File: src/rtl/wb_arbiter_pkg.sv
// Shared core constants and types for the write-back arbiter: register-file
// geometry, the round-robin pointer encoding and a one-hot index helper.
package wb_arbiter_pkg;

    localparam int XLEN      = 64;
    localparam int REG_IDX_W = 5;
    localparam int NREG      = 32;

    typedef enum logic {
        PTR_A = 1'b0,
        PTR_B = 1'b1
    } ptr_e;

    function automatic logic [NREG-1:0] idx_onehot(input logic [REG_IDX_W-1:0] idx);
        return {{(NREG-1){1'b0}}, 1'b1} << idx;
    endfunction

endpackage

File: src/rtl/wb_arbiter_rr_arb2.sv
// Two-way round-robin arbiter: combinational grant from the two requests and
// the priority pointer; the pointer flips to the other side after every grant.
module rr_arb2
    import wb_arbiter_pkg::*;
(
    input  logic clk,
    input  logic reset,
    input  logic req_a,
    input  logic req_b,
    output logic gnt_a,
    output logic gnt_b
);

    ptr_e ptr_r;
    ptr_e ptr_next_s;

    // Priority pointer register, parked at A by reset.
    always_ff @(posedge clk) begin
        if (reset) begin
            ptr_r <= PTR_A;
        end else begin
            ptr_r <= ptr_next_s;
        end
    end

    // Grant selection and pointer advance; no grant while in reset.
    always_comb begin
        gnt_a      = 1'b0;
        gnt_b      = 1'b0;
        ptr_next_s = ptr_r;
        if (reset) begin
            gnt_a = 1'b0;
            gnt_b = 1'b0;
        end else if (req_a && req_b) begin
            case (ptr_r)
                PTR_A:   gnt_a = 1'b1;
                PTR_B:   gnt_b = 1'b1;
                default: gnt_a = 1'b1;
            endcase
        end else if (req_a) begin
            gnt_a = 1'b1;
        end else if (req_b) begin
            gnt_b = 1'b1;
        end else begin
            gnt_a = 1'b0;
            gnt_b = 1'b0;
        end

        if (gnt_a) begin
            ptr_next_s = PTR_B;
        end else if (gnt_b) begin
            ptr_next_s = PTR_A;
        end else begin
            ptr_next_s = ptr_r;
        end
    end

endmodule

File: src/rtl/wb_arbiter.sv
// Write-back arbiter: merges ALU and load write-backs onto one registered
// register-file write port and tracks pending destinations in a busy scoreboard.
module wb_arbiter #(
    parameter int XLEN = wb_arbiter_pkg::XLEN,
    parameter int NREG = wb_arbiter_pkg::NREG
) (
    input  logic                                clk,
    input  logic                                reset,
    input  logic                                a_valid,
    output logic                                a_ready,
    input  logic [wb_arbiter_pkg::REG_IDX_W-1:0] a_rd,
    input  logic [XLEN-1:0]                     a_data,
    input  logic                                b_valid,
    output logic                                b_ready,
    input  logic [wb_arbiter_pkg::REG_IDX_W-1:0] b_rd,
    input  logic [XLEN-1:0]                     b_data,
    output logic                                reg_write,
    output logic [wb_arbiter_pkg::REG_IDX_W-1:0] rd,
    output logic [XLEN-1:0]                     write_data,
    input  logic                                issue_valid,
    output logic                                issue_ready,
    input  logic [wb_arbiter_pkg::REG_IDX_W-1:0] issue_rd,
    input  logic [wb_arbiter_pkg::REG_IDX_W-1:0] rs1,
    input  logic [wb_arbiter_pkg::REG_IDX_W-1:0] rs2,
    output logic                                rs1_busy,
    output logic                                rs2_busy
);

    import wb_arbiter_pkg::*;

    logic                 gnt_a_s;
    logic                 gnt_b_s;
    logic                 wr_en_s;
    logic [REG_IDX_W-1:0] sel_rd_s;
    logic [XLEN-1:0]      sel_data_s;
    logic                 issue_fire_s;
    logic [NREG-1:0]      clr_mask_s;
    logic [NREG-1:0]      set_mask_s;
    logic [NREG-1:0]      busy_next_s;
    logic [NREG-1:0]      busy_r;
    logic                 reg_write_r;
    logic [REG_IDX_W-1:0] rd_r;
    logic [XLEN-1:0]      write_data_r;

    rr_arb2 u_arb (
        .clk   (clk),
        .reset (reset),
        .req_a (a_valid),
        .req_b (b_valid),
        .gnt_a (gnt_a_s),
        .gnt_b (gnt_b_s)
    );

    assign a_ready = gnt_a_s;
    assign b_ready = gnt_b_s;

    // Route the granted requester; writes to x0 are accepted but dropped.
    always_comb begin
        sel_rd_s   = a_rd;
        sel_data_s = a_data;
        if (gnt_b_s) begin
            sel_rd_s   = b_rd;
            sel_data_s = b_data;
        end else begin
            sel_rd_s   = a_rd;
            sel_data_s = a_data;
        end
        wr_en_s = (gnt_a_s || gnt_b_s) && (sel_rd_s != {REG_IDX_W{1'b0}});
    end

    // Registered register-file write port.
    always_ff @(posedge clk) begin
        if (reset) begin
            reg_write_r  <= 1'b0;
            rd_r         <= {REG_IDX_W{1'b0}};
            write_data_r <= {XLEN{1'b0}};
        end else begin
            reg_write_r <= wr_en_s;
            if (wr_en_s) begin
                rd_r         <= sel_rd_s;
                write_data_r <= sel_data_s;
            end
        end
    end

    assign reg_write  = reg_write_r;
    assign rd         = rd_r;
    assign write_data = write_data_r;

    // No bypass: a register retiring this cycle still blocks a new issue.
    assign issue_ready  = (issue_rd == {REG_IDX_W{1'b0}}) || !busy_r[issue_rd];
    assign issue_fire_s = issue_valid && issue_ready && (issue_rd != {REG_IDX_W{1'b0}});

    // Scoreboard next state: retire clears first, a same-index issue wins.
    always_comb begin
        clr_mask_s     = reg_write_r  ? NREG'(idx_onehot(rd_r))     : {NREG{1'b0}};
        set_mask_s     = issue_fire_s ? NREG'(idx_onehot(issue_rd)) : {NREG{1'b0}};
        busy_next_s    = (busy_r & ~clr_mask_s) | set_mask_s;
        busy_next_s[0] = 1'b0;
    end

    // Busy scoreboard register.
    always_ff @(posedge clk) begin
        if (reset) begin
            busy_r <= {NREG{1'b0}};
        end else begin
            busy_r <= busy_next_s;
        end
    end

    assign rs1_busy = busy_r[rs1];
    assign rs2_busy = busy_r[rs2];

endmodule
File: config.mk
export PLATFORM = sky130hd
export DESIGN_NAME = wb_arbiter
export DESIGN_NICKNAME = d
export VERILOG_FILES = /design/src/rtl/wb_arbiter_pkg.sv /design/src/rtl/wb_arbiter_rr_arb2.sv /design/src/rtl/wb_arbiter.sv
export SDC_FILE = /design/constraint.sdc
export NUM_CORES = 1
export LEC_CHECK = 0
export ABC_CLOCK_PERIOD_IN_PS = 4200
export CAP_MARGIN = 20
export CORE_AREA = 3 3 128 130
export DETAILED_ROUTE_END_ITERATION = 8
export DIE_AREA = 0 0 131 133
export PLACE_DENSITY = 0.75
export SYNTH_ARGS = -nofsm -noshare
export SYNTH_HDL_FRONTEND = slang
export SYNTH_SLANG_ARGS = --single-unit
File: constraint.sdc
create_clock -name clk -period 4.2 [get_ports clk]
set_input_delay 0.63 -clock clk [delete_from_list [all_inputs] [get_ports clk]]
set_output_delay 0.63 -clock clk [all_outputs]
set_load 0.1 [all_outputs]
==> flow_summary.ini <==
[status]
status = finished, final reports clean

[floorplanning]
die-area_sq_um = 17400
num_rows = 45
ioPinCount = 233
coreArea_sq_um = 15300
initial_utilization = 0.350
die_x_microns = 131
die_h_microns = 133

[power]
power_frac_seq = 0.365
clock_power_share = 0.298
irDropWorstVdd_uv = 254
switching_power_mw = 1.12
leakage_nw = 2.94
power.density_nw_per_um2 = 361
internal_power_mw = 1.82
combPwrFrac = 0.337
netSwitchingFraction = 0.380

[timing]
clock.fmax_mhz = 280
rsz0062_at_grt = no
finalHoldViolations = 0
clock_skew_ns = 0.00737
period_needed_ns = 3.57
fin_setup_tns_ns = 0
tightest_slew_ns = 1.08
slew_violations = 0
fin_crit_sh = 0.850
max-slew-margin-rel = 0.280
setup_viol = 0

[layout]
area_growth_pct = 52.2
n_antenna_cell = 0
final_cells = 1053
drive_gt1_frac = 0.0748
utilization = 0.533
fill_cells = 1398
nNetsFinal = 995

[routing]
ant_nets = 0
first_iter_violations = 351
routed_wl_microns = 19100
via_per_inst = 5.21
wl_per_cell_microns = 18.1
route.vias.total = 5488
drc = 0
drt-pass1-iter-count = 4

[logic_synthesis]
syn_nets = 798
synth_area_per_cell_sq_um = 8.35
synth-async-reset-ratio = 0
ys_ff_latch = 102
synth_area_leaders = dfxtp_1, nand2_1, a311oi_1
ys_warn_count = 0
synth_top_area_frac = 0.382
synth-seq-area-share = 0.382
synth-main-ff-cell = dfxtp_1
synth_top_area_cell = dfxtp_1
synth_edf_count = 0
syn-cell-area_sq_um = 5350
netlist_instances = 640
yosysUniqueCellTypes = 39

[clock_network]
cts_resized = 0
postCtsSetupRepairBufs = 0
clkSinkCount = 102
cts_root_buf = clkbuf_16
htreeDepth = 3
ctsLongestPathBuffers = 2
worstSkewPairLatency_ns = 0.36
cts_tree = yes
cts.clk_slew.worst_paths_ns = 0.07
numCtsBuffers = 9
cts_hold_buf = 0

[critical_path]
path_cells = clkdlybuf4s50_1 -> mux4_2 -> mux4_2 -> mux2_2 -> buf_12
critPathMostFrequentCell = mux4_2
worstPathRequired_ns = 3.57
reg2reg_depth = 6
setup.worst_path.start_class = input port
setup.worst_path.class = in2out
path_max_fanout = 9
r2r_slack_ns = 2.00
cp-end-kind = output port
r2r-end = write_data[48]
arrival_ns = 2.94
critPathSlowestCell = clkdlybuf4s50_1
r2r_start = u_arb.ptr_r
max_stage_delay_ns = 0.79

[placement]
port_buffers = 232
dpl.cell_count = 1037
dp_hpwl_microns = 14300
place_congestion = 0.933

[grt]
grt_pass1_wl_microns = 28400
grt_pass1_vias = 5079
track_usage = 0.210
grt_max_degree = 85
overflow = 0
antenna_found_initial = 0

[min_path]
hold_end = write_data[7]
hold_path.class = reg2reg
hold_start = write_data[7]
worstHoldPathCells = 2

[job]
maxCapViolations = 0
-- cell usage after synthesis (all sizes together), types with 14 or more instances --
cell and instances:
a311oi 68, buf 21, clkbuf 34, dfxtp 102, mux4 22, nand2 165, nand3 14, nand3b 18
nor2 76, nor2b 23, o21ai 27, o31ai 24
-- metal layers --
metal	track usage	routed length, microns	part of all wire
met1	0.250	7410	0.39
met2	0.348	9670	0.51
met3	0.0646	1490	0.078
met4	0.0869	529	0.028
met5	0	0	0
-- state kept, by name, indices dropped and copies added, names as in the netlist --
signal and cells:
busy_r 31, reg_write 1, write_data 64, rd 5, u_arb.ptr_r 1
-- critical path, delay by kind of cell --
family   cells  cell delay, ns
mux          3            1.35
buf+inv      2            0.96
-- cell type report --
type,instances,area (sq um),area share
sequential,102,2040,0.251
clock buffer,9,225,0.0277
clock inverter,7,80.1,0.00984
multi-input combinational,478,3050,0.375
inverter,5,18.8,0.00231
tap,211,264,0.0325
timing repair buffer,241,2450,0.301
-- worst max-delay path by stage --
| stage | startpoint | end | slack, ns |
|---|---|---|---|
| after detailed placement | rs1[0] | rs1_busy | 0.61 |
| final | rs1[0] | rs1_busy | 0.63 |
| after floorplan | issue_rd[1] | issue_ready | 1.15 |
| after CTS | rs1[0] | rs1_busy | 0.60 |
| after global placement | rs1[0] | rs1_busy | 0.64 |
| after global routing | rs1[0] | rs1_busy | 0.53 |
-- through the flow --
| stage | area, sq um | hold slack (ns) | worst slack, ns | total power [mW] |
|---|---|---|---|---|
| final | 8130 | 0.497 | 0.629 | 2.94 |
| after global routing | 8130 | 0.507 | 0.527 | 3.05 |
| after CTS | 8130 | 0.499 | 0.602 | 2.96 |
| after detailed placement | 7830 | 0.490 | 0.607 | 2.09 |
| after global placement | 7830 | 0.486 | 0.642 | 2.08 |
| after floorplan | 5350 | 0.476 | 1.15 | 1.75 |
-- cells in the final DEF (no fill, tap or decap), types with 2 or more instances in the layout --
| cell | n |
|---|---|
| nand4_1 | 5 |
| a21oi_1 | 2 |
| inv_6 | 2 |
| a311oi_1 | 68 |
| or4_1 | 2 |
| o31ai_1 | 24 |
| and2b_1 | 2 |
| mux4_1 | 3 |
| nand3b_1 | 18 |
| nor2_1 | 76 |
| nand2_1 | 164 |
| nor3_1 | 2 |
| buf_4 | 9 |
| mux2_2 | 4 |
| clkbuf_16 | 9 |
| mux2i_1 | 6 |
| nand2b_1 | 2 |
| nand3_1 | 14 |
| o21ai_0 | 27 |
| mux4_2 | 19 |
| dfxtp_1 | 102 |
| o2111ai_2 | 2 |
| inv_1 | 4 |
| nor2b_1 | 23 |
| buf_12 | 6 |
| a21o_1 | 2 |
| clkdlybuf4s50_1 | 226 |
-- kinds of logic (layout without fill, tap and decap cells) --
family          count (synthesis)  in the layout  synth area share
mux                            33             33             0.117
buf+inv                        60            262            0.0506
simple gates                  314            314             0.260
compound gates                131            131             0.191
flops                         102            102             0.382
-- power groups by stage --
stage,sequential [mW],clock [mW],combinational [mW]
2_1_floorplan,1.50,0,0.249
3_3_place_gp,1.09,0,0.990
3_5_place_dp,1.09,0,0.994
4_1_cts,1.07,0.896,0.996
5_1_grt,1.08,0.930,1.03
6_report,1.07,0.876,0.992
(Power assumes the default switching activity.)
